**src/rtl/i2c_txn_arbiter.sv**
```systemverilog
// Round-robin arbiter that shares one I2C master among N_REQ requesters,
// issuing single-byte transactions and supervising each with a timeout.
module i2c_txn_arbiter #(
  parameter int N_REQ       = 4,
  parameter int TIMEOUT_CYC = 64
) (
  input  logic                     clk_400,
  input  logic                     rst,
  input  logic [N_REQ-1:0]         req,
  input  logic [N_REQ-1:0]         req_rw,
  input  logic [7*N_REQ-1:0]       req_addr,
  input  logic [8*N_REQ-1:0]       req_wdata,
  output logic [N_REQ-1:0]         gnt,
  output logic                     resp_valid,
  output logic [$clog2(N_REQ)-1:0] resp_id,
  output logic [7:0]               resp_rdata,
  output logic                     resp_err,
  output logic                     resp_timeout,
  output logic                     arb_busy,
  output logic                     m_start_txn,
  output logic                     m_rw,
  output logic [6:0]               m_sub_addr,
  output logic [7:0]               m_data_in,
  output logic                     m_next_byte,
  input  logic                     m_busy,
  input  logic                     m_done,
  input  logic                     m_ack_error,
  input  logic [7:0]               m_data_out
);
  localparam int ID_W  = $clog2(N_REQ);
  localparam int CNT_W = $clog2(TIMEOUT_CYC);
  localparam logic [CNT_W-1:0] CNT_LAST = CNT_W'(TIMEOUT_CYC - 1);

  typedef enum logic [2:0] {
    S_IDLE   = 3'd0,
    S_LAUNCH = 3'd1,
    S_WAIT   = 3'd2,
    S_RESP   = 3'd3,
    S_DRAIN  = 3'd4
  } state_t;

  state_t            state_q, state_d;
  logic [ID_W-1:0]   cur_id_q, cur_id_d;
  logic [ID_W-1:0]   last_id_q, last_id_d;
  logic [CNT_W-1:0]  cnt_q, cnt_d;
  logic [N_REQ-1:0]  gnt_q, gnt_d;
  logic              start_q, start_d;
  logic              m_rw_q, m_rw_d;
  logic [6:0]        m_addr_q, m_addr_d;
  logic [7:0]        m_wdata_q, m_wdata_d;
  logic              resp_valid_q, resp_valid_d;
  logic [ID_W-1:0]   resp_id_q, resp_id_d;
  logic [7:0]        resp_rdata_q, resp_rdata_d;
  logic              resp_err_q, resp_err_d;
  logic              resp_to_q, resp_to_d;
  logic              busy_q, busy_d;

  logic              win_found_s;
  logic [ID_W-1:0]   win_id_s;
  logic [ID_W-1:0]   cand_s;
  logic              grant_s;
  logic              timeout_s;
  logic [6:0]        addr_arr_s  [N_REQ];
  logic [7:0]        wdata_arr_s [N_REQ];

  for (genvar g = 0; g < N_REQ; g++) begin : g_unpack
    assign addr_arr_s[g]  = req_addr[7*g +: 7];
    assign wdata_arr_s[g] = req_wdata[8*g +: 8];
  end

  // Round-robin search, starting just after the last served requester.
  always_comb begin
    win_found_s = 1'b0;
    win_id_s    = '0;
    cand_s      = '0;
    for (int k = 1; k <= N_REQ; k++) begin
      cand_s = ID_W'((int'(last_id_q) + k) % N_REQ);
      if (!win_found_s && req[cand_s]) begin
        win_found_s = 1'b1;
        win_id_s    = cand_s;
      end else begin
        win_found_s = win_found_s;
      end
    end
  end

  assign timeout_s = (cnt_q == CNT_LAST);

  // State register and all registered outputs.
  always_ff @(posedge clk_400 or posedge rst) begin
    if (rst) begin
      state_q      <= S_IDLE;
      cur_id_q     <= '0;
      last_id_q    <= ID_W'(N_REQ - 1);
      cnt_q        <= '0;
      gnt_q        <= '0;
      start_q      <= 1'b0;
      m_rw_q       <= 1'b0;
      m_addr_q     <= 7'h00;
      m_wdata_q    <= 8'h00;
      resp_valid_q <= 1'b0;
      resp_id_q    <= '0;
      resp_rdata_q <= 8'h00;
      resp_err_q   <= 1'b0;
      resp_to_q    <= 1'b0;
      busy_q       <= 1'b0;
    end else begin
      state_q      <= state_d;
      cur_id_q     <= cur_id_d;
      last_id_q    <= last_id_d;
      cnt_q        <= cnt_d;
      gnt_q        <= gnt_d;
      start_q      <= start_d;
      m_rw_q       <= m_rw_d;
      m_addr_q     <= m_addr_d;
      m_wdata_q    <= m_wdata_d;
      resp_valid_q <= resp_valid_d;
      resp_id_q    <= resp_id_d;
      resp_rdata_q <= resp_rdata_d;
      resp_err_q   <= resp_err_d;
      resp_to_q    <= resp_to_d;
      busy_q       <= busy_d;
    end
  end

  // Next-state logic; a busy master blocks arbitration in IDLE.
  always_comb begin
    state_d = state_q;
    case (state_q)
      S_IDLE: begin
        if (win_found_s && !m_busy) state_d = S_LAUNCH;
        else                        state_d = S_IDLE;
      end
      S_LAUNCH: state_d = S_WAIT;
      S_WAIT: begin
        if (m_done || timeout_s) state_d = S_RESP;
        else                     state_d = S_WAIT;
      end
      S_RESP: state_d = S_DRAIN;
      S_DRAIN: begin
        if (!m_done && !m_busy) state_d = S_IDLE;
        else                    state_d = S_DRAIN;
      end
      default: state_d = S_IDLE;
    endcase
  end

  // Output and datapath next values; m_done beats a simultaneous timeout.
  always_comb begin
    grant_s      = (state_q == S_IDLE) && (state_d == S_LAUNCH);
    gnt_d        = '0;
    start_d      = grant_s;
    cur_id_d     = cur_id_q;
    m_rw_d       = m_rw_q;
    m_addr_d     = m_addr_q;
    m_wdata_d    = m_wdata_q;
    last_id_d    = last_id_q;
    cnt_d        = cnt_q;
    resp_valid_d = 1'b0;
    resp_id_d    = resp_id_q;
    resp_rdata_d = resp_rdata_q;
    resp_err_d   = resp_err_q;
    resp_to_d    = resp_to_q;
    busy_d       = (state_d != S_IDLE);
    if (grant_s) begin
      gnt_d     = {{(N_REQ-1){1'b0}}, 1'b1} << win_id_s;
      cur_id_d  = win_id_s;
      m_rw_d    = req_rw[win_id_s];
      m_addr_d  = addr_arr_s[win_id_s];
      m_wdata_d = wdata_arr_s[win_id_s];
    end else begin
      gnt_d = '0;
    end
    case (state_q)
      S_LAUNCH: cnt_d = '0;
      S_WAIT: begin
        cnt_d = cnt_q + CNT_W'(1);
        if (m_done) begin
          resp_valid_d = 1'b1;
          resp_id_d    = cur_id_q;
          resp_rdata_d = m_rw_q ? m_data_out : 8'h00;
          resp_err_d   = m_ack_error;
          resp_to_d    = 1'b0;
        end else if (timeout_s) begin
          resp_valid_d = 1'b1;
          resp_id_d    = cur_id_q;
          resp_rdata_d = 8'h00;
          resp_err_d   = 1'b1;
          resp_to_d    = 1'b1;
        end else begin
          resp_valid_d = 1'b0;
        end
      end
      S_RESP:  last_id_d = cur_id_q;
      default: cnt_d = cnt_q;
    endcase
  end

  assign gnt          = gnt_q;
  assign m_start_txn  = start_q;
  assign m_rw         = m_rw_q;
  assign m_sub_addr   = m_addr_q;
  assign m_data_in    = m_wdata_q;
  assign m_next_byte  = 1'b0;
  assign resp_valid   = resp_valid_q;
  assign resp_id      = resp_id_q;
  assign resp_rdata   = resp_rdata_q;
  assign resp_err     = resp_err_q;
  assign resp_timeout = resp_to_q;
  assign arb_busy     = busy_q;

endmodule

```
**config.mk**
```make
export PLATFORM = sky130hd
export DESIGN_NAME = i2c_txn_arbiter
export DESIGN_NICKNAME = d
export VERILOG_FILES = /design/src/rtl/i2c_txn_arbiter.sv
export SDC_FILE = /design/constraint.sdc
export NUM_CORES = 1
export LEC_CHECK = 0
export ABC_CLOCK_PERIOD_IN_PS = 1800
export CAP_MARGIN = 20
export CORE_MARGIN = 10
export CORE_UTILIZATION = 38
export DETAILED_ROUTE_END_ITERATION = 6
export GPL_TIMING_DRIVEN = 0
export PLACE_DENSITY = 0.79
export REMOVE_ABC_BUFFERS = 1
export SYNTH_ARGS = -nofsm -noshare
export SYNTH_HDL_FRONTEND = slang
export SYNTH_SLANG_ARGS = --single-unit
```
**constraint.sdc**
```tcl
create_clock -name clk_400 -period 1.8 [get_ports clk_400]
set_input_delay 0.36 -clock clk_400 [delete_from_list [all_inputs] [get_ports clk_400]]
set_output_delay 0.36 -clock clk_400 [all_outputs]
set_load 0.02 [all_outputs]
```
* Word-level counts from Yosys, hierarchy flattened
Index checks and enable logic that the tools add are counted.
Operators by class: $add $sub $neg 5, order comparisons 6, equal/unequal tests 6, shift operators 1, mux-type cells 41, bitwise gates (word level) 1, reduce and logical (&&, ||, !) cells 17
Operators with widths (number):
- two-way mux 8 bit | 5
- two-way mux 1 bit | 17
- binary-select mux 8 bit (select 2 bit) | 1
- less-than comparator 2 x 3 -> 1 bit, second input constant | 5
- one-hot mux 3 bit (5 select lines) | 1
- binary-select mux 7 bit (select 2 bit) | 1
- two-way mux 7 bit | 2
- two-way mux 2 bit | 6
- one-hot mux 6 bit (2 select lines) | 1
- binary-select mux 1 bit (select 2 bit) | 5
- adder 6 x 1 -> 6 bit, second input constant | 1
- == test 3 x 1 -> 1 bit, second input constant | 2
- == test 3 x 2 -> 1 bit, second input constant | 2
- == test 6 bit, second input constant | 1
- logical AND 1 bit | 6
- logical NOT 1 bit | 5
- adder 2 x 1 -> 2 bit, second input constant | 2
- adder 2 bit, second input constant | 2
- two-way mux 4 bit | 1
- nonzero test 2 bit | 2
- << shifter 1 x 2 -> 4 bit, first input constant | 1
- == test 3 bit, second input constant | 1
- greater-or-equal comparator 3 bit, second input constant | 1
- logical NOT 3 bit | 1
- 5 further kinds | 5
Word-level totals: register bits 48, bits of input ports 81, output and inout port bits 36, logic and storage cells 92

* Logic depth before layout (Yosys ltp)
Gate-level depths: netlist of the first run.
depth in word-level cells 19, gate-level depth with buffers 8, depth with buffers taken out 7

* Worst setup path after synthesis of the first run
OpenSTA, ideal clock, no wires.
kind flip-flop to flip-flop, start register cnt_q[0], end register resp_err_q, in the netlist resp_err, library setup time 121 ps, arrival time 1617 ps, data required time 1679 ps, slack 62 ps, cell stages (with the launch flop) 8, path buffers 1, clock period less this slack 1738 ps, cells stage by stage dfrtp_1 -> ha_1 -> and3_1 -> and3_1 -> o21ai_1 -> clkbuf_1 -> inv_2 -> o22a_1
On the way: longest elaborated chain between the ends 3
RTL lines:
- from (decl) | RTL line 45 | logic [CNT_W-1:0] cnt_q, cnt_d;
- from (signal assigned) | RTL line 111 | cnt_q <= cnt_d;
- == test 6 bit | RTL line 87 | assign timeout_s = (cnt_q == CNT_LAST);
- nonzero test 2 bit (no source line)
- AND reduction 2 bit (no source line)
- to (signal assigned) | RTL line 120 | resp_err_q <= resp_err_d;
- to (decl) | RTL line 54 | logic resp_err_q, resp_err_d;
Every way passes these cells. A chain may end at the register's enable or synchronous reset.

* Final worst setup path of the first run
start register state_q[2], end register m_addr_q[6], in the netlist m_sub_addr[6]
On the way: longest elaborated chain between the ends 4, elaborated cells on any way between the ends 8, those cells by class 5 x eq/ne; 1 x mux; 2 x reduce/logical
RTL lines:
- from (decl) | RTL line 42 | state_t state_q, state_d;
- from (signal assigned) | RTL line 108 | state_q <= state_d;
- == test 3 bit (tied with other cells) | RTL line 129 | case (state_q)
- one-hot mux 3 bit (5 select lines) | RTL line 129
- == test 3 x 1 -> 1 bit | RTL line 150 | grant_s = (state_q == S_IDLE) && (state_d == S_LAUNCH);
- logical AND 1 bit * | RTL line 150
- to (signal assigned) | RTL line 115 | m_addr_q <= m_addr_d;
- to (decl) | RTL line 49 | logic [6:0] m_addr_q, m_addr_d;
Mark *: on every way between the ends. The rest lies on a longest branch, timed or not.

==> PnR_summary.wiki, run 1 <==
{| class="wikitable"
! Metric !! Value
|-
| Clk_skew || 0.006019 ns
|-
| Height of the die || 102.7 um
|-
| Primary flip-flop cell chosen by synthesis mapping || sky130_fd_sc_hd__dfrtp_1
|-
| Number of synthesis warnings || 0
|-
| Count of nets left with antenna violations after detail routing || 0
|-
| Number of global-route vias before repair || 2,754
|-
| RD Place Congestion || 0.7669
|-
| Unique cell type count in the Yosys netlist || 43
|-
| Std cell rows || 30
|-
| CTS H-Tree Depth || 2
|-
| Root buffer selected by CTS || sky130_fd_sc_hd__clkbuf_8
|-
| Required time of the worst setup path || 1.98 ns
|-
| Die ar. || 10,550 um^2
|-
| Number of buffers inserted by hold repair at cts || 0
|-
| Number of antenna violations at the first check in global routing || 0
|-
| Worst Path Buf+Inv || 1
|-
| DR iter-0 viols || 83
|-
| Share of the clock period used by the worst path || 96.01%
|-
| Sum of routed wire length over all layers || 8.854 mm
|-
| Commonest cells after routing, fill and taps aside || sky130_fd_sc_hd__clkdlybuf4s50_1, sky130_fd_sc_hd__dfrtp_1, sky130_fd_sc_hd__a211oi_2
|-
| Proportion of synthesized chip area in sequential cells || 46.27%
|-
| Post-layout minimum cycle time || 1.728 ns
|-
| Startpoint class of the critical path || register
|-
| Clk pin slew, worst setup/hold paths || 0.08 ns
|-
| Share of async-settable or async-resettable flops after synthesis || 100.0%
|-
| Crit-path leading delay family || compound AO/OA/AOI/OAI gates
|-
| Number of endpoints failing setup at the final stage || 0
|-
| Avg Cell Area, Syn || 9.816 um^2
|-
| Starting density of the core || 38.72%
|-
| Crit path cell chain || nor2_1 -> o311a_4 -> buf_4 -> nand2_4 -> a211oi_2 -> a211oi_2
|-
| Remaining Overflow, GRT || 0
|-
| Post-route core utilization || 63.41%
|-
| Flip-flop and latch count after synthesis || 48
|-
| Setup_tns || 0 ns
|-
| Arrival time reported for the critical path endpoint || 1.91 ns
|-
| Final antenna diode count || 0
|-
| DPL Wire Length || 5.941 mm
|-
| Maximum vdd drop || 0.0005004 V
|-
| Power per Cell Area || 1362 nW/um^2
|-
| Final hold violations || 0
|-
| Max-cap violations || 0
|-
| Share of cells above drive strength 1 || 22.67%
|-
| Standard cell with the maximum stage delay on the critical path || sky130_fd_sc_hd__dfrtp_1
|-
| Deepest clock path buffer count || 2
|-
| Maximum number of pins on one net before global-route repair || 29
|-
| Post-layout net count || 479
|-
| Number of slew-limit violations in the final report || 0
|-
| Number of DRC violations after detailed routing || 0
|-
| Summed instance area of the synthesized netlist || 2601 um^2
|-
| Global-route wire length before repair || 13.45 mm
|-
| Total via count after detailed routing || 2,517
|-
| Overall fraction of global-route tracks in use || 16.21%
|-
| Total of buffers placed on input and output ports || 115
|-
| Drt wl/cell || 18.56 um
|-
| Maximum clock frequency || 578.6 MHz
|-
| Kind of critical path || reg -> reg
|-
| Status || complete, no violations
|-
| Core area || 6719 um^2
|-
| Clock tree from TritonCTS || yes
|-
| Slew HR || 64.51%
|-
| Number of buffers created by CTS || 5
|-
| Worst Max-Slew Pin Slew || 0.5306 ns
|-
| CTS Sinks || 48
|-
| Number of enable-type register cells in the synthesized netlist || 0
|-
| Cell type with the highest occurrence count on the critical path || sky130_fd_sc_hd__a211oi_2
|-
| CP peak stage delay || 0.48 ns
|-
| Relative area change from synthesis to final layout || 63.78%
|-
| Via density per instance || 5.277
|-
| Peak fanout along the critical path || 7
|-
| Classification of the worst-slack hold path || in -> async
|-
| Count of pins on the block boundary || 117
|-
| Commonest non-fill, non-tap cell in the layout || sky130_fd_sc_hd__clkdlybuf4s50_1
|-
| Endpoint type of the worst setup path || register
|-
| Clock network latency to the later pin of the worst-skew pair || 0.30 ns
|-
| Leakage component of the power || 1.794 nW
|-
| Drt pass-1 iters || 4
|-
| Die outline width || 102.7 um
|-
| Mapped Cells || 265
|}
-- cell usage after synthesis, types with 2 or more instances --
cell type / instances / area share [%]
sky130_fd_sc_hd__and2_1: 2 / 0.48
sky130_fd_sc_hd__o21ai_0: 19 / 3.7
sky130_fd_sc_hd__nor2_1: 25 / 3.6
sky130_fd_sc_hd__buf_2: 2 / 0.38
sky130_fd_sc_hd__a211oi_1: 17 / 4.9
sky130_fd_sc_hd__dfrtp_1: 46 / 44
sky130_fd_sc_hd__nand3_1: 8 / 1.5
sky130_fd_sc_hd__nand3b_1: 2 / 0.58
sky130_fd_sc_hd__and3_1: 5 / 1.2
sky130_fd_sc_hd__buf_6: 6 / 2.6
sky130_fd_sc_hd__mux2i_1: 16 / 6.2
sky130_fd_sc_hd__dfstp_2: 2 / 2.0
sky130_fd_sc_hd__nand2_1: 25 / 3.6
sky130_fd_sc_hd__nand2b_1: 5 / 1.2
sky130_fd_sc_hd__clkbuf_1: 8 / 1.2
sky130_fd_sc_hd__inv_1: 18 / 2.6
sky130_fd_sc_hd__a21oi_1: 4 / 0.77
sky130_fd_sc_hd__a211oi_2: 15 / 7.2
sky130_fd_sc_hd__a31oi_1: 16 / 3.8
-- routing by layer --
layer	part of all wire, %	track usage, %	up-vias
met5	0	0	-
met2	51	29.20	100
li1	-	-	1211
met4	2.1	4.706	0
met3	9.5	7.306	14
met1	38	16.52	1192
-- worst paths after layout --
path                          startpoint             to  slack, ns  depth (start not counted)
setup / recovery              state_q[2]  m_sub_addr[6]       0.07                          6
hold / removal                       rst  resp_rdata[3]       0.39                          2
setup reg to reg              state_q[2]  m_sub_addr[6]       0.07                          6
hold reg to reg            resp_rdata[3]  resp_rdata[3]       0.49                          2
max in group asynchronous            rst   last_id_q[1]       0.84                          3
min in group clk_400       resp_rdata[3]  resp_rdata[3]       0.49                          2
-- through the flow --
step                instances  setup slack [ns]  hold WS (ns)  power, W  cell area, um^2
floorplan                 246           -0.4239        0.4457  0.003363             2467
global placement          441            -1.376        0.4595  0.004477             3719
detailed placement        443            -1.202        0.4729  0.004571             3752
CTS                       465          -0.03427        0.3969  0.005528             4073
global route              477        -0.0005904        0.4079  0.006224             4260
finish                    477           0.07183        0.3879  0.005803             4260
-- final cells by class --
class | instances | area (um^2)
clock buffer | 6 | 72.57
clock inverter | 1 | 5.005
fill | 568 | 2459
inverter | 19 | 71.32
multi-input combinational | 185 | 1444
sequential | 48 | 1205
tap | 80 | 100.1
timing repair buffer | 138 | 1363
-- registers in the layout, summed over array words and instances, names as in the netlist, 2 cells and up --
name        flops
m_sub_addr      7
gnt             4
resp_rdata      8
m_data_in       8
resp_id         2
cur_id_q        2
last_id_q       2
cnt_q           6
state_q         3
-- cells by family after synthesis --
kind of cell | share of synthesized area (%)
and+or+nand+nor | 14.67
DFF | 46.27
AOI/OAI and AO/OA | 23.62
adders and majority gates | 0.4809
muxes | 6.590
buffers and inverters | 7.888
xor gates and xnor gates | 0.3368
other | 0.1442
-- report_power, final --
part | leakage, nW | switching (W) | internal (W)
Clock | 0.0410 | 0.000342 | 0.000265
Combinational | 1.16 | 0.00177 | 0.00161
Sequential | 0.588 | 0.000305 | 0.00150
-- worst reg2reg max path, delay by kind of cell, from the launching register on --
kind / cells / cell delay, ns
flops: 1 / 0.48
compound gates: 3 / 0.63
simple gates: 2 / 0.35
buf+inv: 1 / 0.15
-- timing repair --
| item | CTS | global route |
|---|---|---|
| endpoints found under the setup margin | 37 | 27 |
| cloned | 2 | 4 |
| setup buffers | 13 | 8 |
| resized for setup | 27 | 20 |
| endpoints found under the hold margin | 0 | 0 |
| pin swaps | 7 | 11 |
No activity file was read; power rests on OpenSTA's default activity.
==> inputs of run 2 (changes only) <==
Settings changed: CAP_MARGIN 20 to 5.
==> PnR_summary.wiki, run 2 (same netlist as run 1, synthesis figures left out) <==
{| class="wikitable"
! Metric !! Value
|-
| Status || complete, no violations
|-
| Number of buffers inserted by hold repair at cts || 0 (unchanged)
|-
| Required time of the worst setup path || 1.98 ns (about the same)
|-
| Number of antenna violations at the first check in global routing || 0 (unchanged)
|-
| Post-layout minimum cycle time || 1.725 ns (-0.003514 ns)
|-
| Relative area change from synthesis to final layout || 65.37%
|-
| Post-place setup slack || -1.173 ns (+0.02901 ns)
|-
| Drt pass-1 iters || 4 (unchanged)
|-
| Overall fraction of global-route tracks in use || 16.20% (about the same)
|-
| Share of cells above drive strength 1 || 21.86% (-0.81 points)
|-
| Maximum clock frequency || 579.8 MHz (+0.20%)
|-
| Clock network latency to the later pin of the worst-skew pair || 0.30 ns (about the same)
|-
| Clk_skew || 0.003073 ns (-0.002947 ns)
|-
| Number of DRC violations after detailed routing || 0 (unchanged)
|-
| CTS H-Tree Depth || 2 (unchanged)
|-
| Total via count after detailed routing || 2,516 (-0.040%)
|-
| Count of nets left with antenna violations after detail routing || 0 (unchanged)
|-
| Core area || 6719 um^2 (unchanged)
|-
| Kind of critical path || reg -> reg
|-
| Number of endpoints failing setup at the final stage || 0 (unchanged)
|-
| Number of buffers created by CTS || 5 (unchanged)
|-
| Share of the clock period used by the worst path || 95.81% (-0.20 points)
|-
| Count of pins on the block boundary || 117 (unchanged)
|-
| Worst setup slack after layout || 0.07535 ns (+0.003514 ns)
|-
| Arrival time reported for the critical path endpoint || 1.91 ns (about the same)
|-
| RD Place Congestion || 0.7669 (unchanged)
|-
| Max-cap violations || 0 (unchanged)
|-
| CTS Sinks || 48 (unchanged)
|-
| Classification of the worst-slack hold path || in -> async
|-
| DR iter-0 viols || 89 (+7.2%)
|-
| Deepest clock path buffer count || 2 (unchanged)
|-
| Peak fanout along the critical path || 7 (unchanged)
|-
| Commonest cells after routing, fill and taps aside || sky130_fd_sc_hd__clkdlybuf4s50_1, sky130_fd_sc_hd__dfrtp_1, sky130_fd_sc_hd__nor2_1, sky130_fd_sc_hd__nand2_1, sky130_fd_sc_hd__a211oi_2
|-
| Clock tree from TritonCTS || yes
|-
| Maximum vdd drop || 0.0006298 V (+26%)
|-
| Number of global-route vias before repair || 2,698 (-2.0%)
|-
| Remaining Overflow, GRT || 0 (unchanged)
|-
| Height of the die || 102.7 um (unchanged)
|-
| Via density per instance || 5.264 (-0.25%)
|-
| Power per Cell Area || 1387 nW/um^2 (+1.8%)
|-
| Final antenna diode count || 0 (unchanged)
|-
| Post-layout net count || 479 (unchanged)
|-
| Drt wl/cell || 18.15 um (-2.2%)
|-
| Leakage component of the power || 1.811 nW (+0.93%)
|-
| Crit path launch || state_q[0]
|-
| Number of slew-limit violations in the final report || 0 (unchanged)
|-
| Starting density of the core || 38.72% (unchanged)
|-
| Sum of routed wire length over all layers || 8.674 mm (-2.0%)
|-
| Root buffer selected by CTS || sky130_fd_sc_hd__clkbuf_8
|-
| Startpoint class of the critical path || register
|-
| Post-route core utilization || 64.02% (+0.61 points)
|-
| Critical R2R Launch || state_q[0]
|-
| Die ar. || 10,550 um^2 (unchanged)
|-
| Register-to-Register Path Depth || 5 (-1)
|-
| Global-route wire length before repair || 13.43 mm (-0.10%)
|-
| Worst Max-Slew Pin Slew || 0.5915 ns (+0.06089 ns)
|-
| Endpoint type of the worst setup path || register
|-
| Die outline width || 102.7 um (unchanged)
|-
| Total of buffers placed on input and output ports || 115 (unchanged)
|-
| Maximum number of pins on one net before global-route repair || 29 (unchanged)
|-
| Clk pin slew, worst setup/hold paths || 0.09 ns (about the same)
|-
| Final hold violations || 0 (unchanged)
|-
| Std cell rows || 30 (unchanged)
|-
| Slew HR || 60.44% (-4.1 points)
|-
| Commonest non-fill, non-tap cell in the layout || sky130_fd_sc_hd__clkdlybuf4s50_1
|-
| DPL Wire Length || 5.919 mm (-0.37%)
|}
run 2: cell count changes in the layout (fill, tap and decap cells not counted), moves of 2 or more:
| cell | previous run | this run |
|---|---|---|
| sky130_fd_sc_hd__buf_6 | 3 | 1 |
| sky130_fd_sc_hd__a211oi_4 | 1 | 3 |
| sky130_fd_sc_hd__and3_2 | 2 | 0 |
| sky130_fd_sc_hd__a211oi_2 | 27 | 24 |
| sky130_fd_sc_hd__buf_4 | 18 | 20 |
run 2: area by class of cell:
cell class | count | area (um^2)
sequential | 48 | 1205
clock inverter | 2 | 35.03
fill | 554 | 2417
tap | 80 | 100.1
inverter | 19 | 71.32
timing repair buffer | 140 | 1389
multi-input combinational | 183 | 1429
clock buffer | 6 | 72.57
run 2: per-layer routing:
metal  GRT usage, %  part of all wire [%]  up-vias
met5              0                     0        -
met3          7.641                   9.2       16
li1               -                     -     1203
met4          5.561                   2.4        0
met1          17.41                    39     1210
met2          27.43                    50       87
run 2: path summary, 6_finish.rpt:
check                           endpoint  slack [ns]
setup / recovery           m_sub_addr[1]        0.08
setup reg to reg           m_sub_addr[1]        0.08
max in group asynchronous   last_id_q[0]        0.84
min in group clk_400       resp_rdata[6]        0.49
hold reg to reg            resp_rdata[6]        0.49
hold / removal             resp_rdata[3]        0.38
run 2: repair_timing:
action / in CTS / in global routing
buffers inserted: 19 / 5
pin swaps: 8 / 10
gates resized for setup: 28 / 18
setup endpoints to repair: 37 / 22
gates cloned: 2 / 2
run 2: critical path: stages (launching register included):
cell	delay [ns]
sky130_fd_sc_hd__dfrtp_1	0.47
sky130_fd_sc_hd__nor2_1	0.30
sky130_fd_sc_hd__o311a_4	0.36
sky130_fd_sc_hd__nor2b_4	0.20
sky130_fd_sc_hd__buf_4	0.20
sky130_fd_sc_hd__a211oi_2	0.08
run 2: stage by stage:
step / area (um^2) / power, W / TNS (ns) / cells / hold WS, ns
after floorplan: 2467 / 0.003363 / -7.575 / 246 / 0.4457
after global placement: 3719 / 0.004477 / -67.94 / 441 / 0.4595
after detailed placement: 3741 / 0.004551 / -32.31 / 442 / 0.4708
after CTS: 4153 / 0.005787 / -0.01545 / 471 / 0.3927
after global routing: 4302 / 0.006378 / -0.0006830 / 478 / 0.4103
final: 4302 / 0.005967 / 0 / 478 / 0.3836
run 2: report_power, final:
group / total (W) / leakage [nW] / internal (W) / switching, W
combinational: 0.00339 / 1.17 / 0.00162 / 0.00177
clock: 0.000778 / 0.0552 / 0.000413 / 0.000365
sequential: 0.00180 / 0.588 / 0.00150 / 0.000295
total: 0.00597 / 1.81 / 0.00354 / 0.00243
==> inputs of run 3 (changes only) <==
Settings changed: TNS_END_PERCENT set to 100.
==> results of run 3 <==
No change in the layout: final DEF, timing and power equal those of run 2.
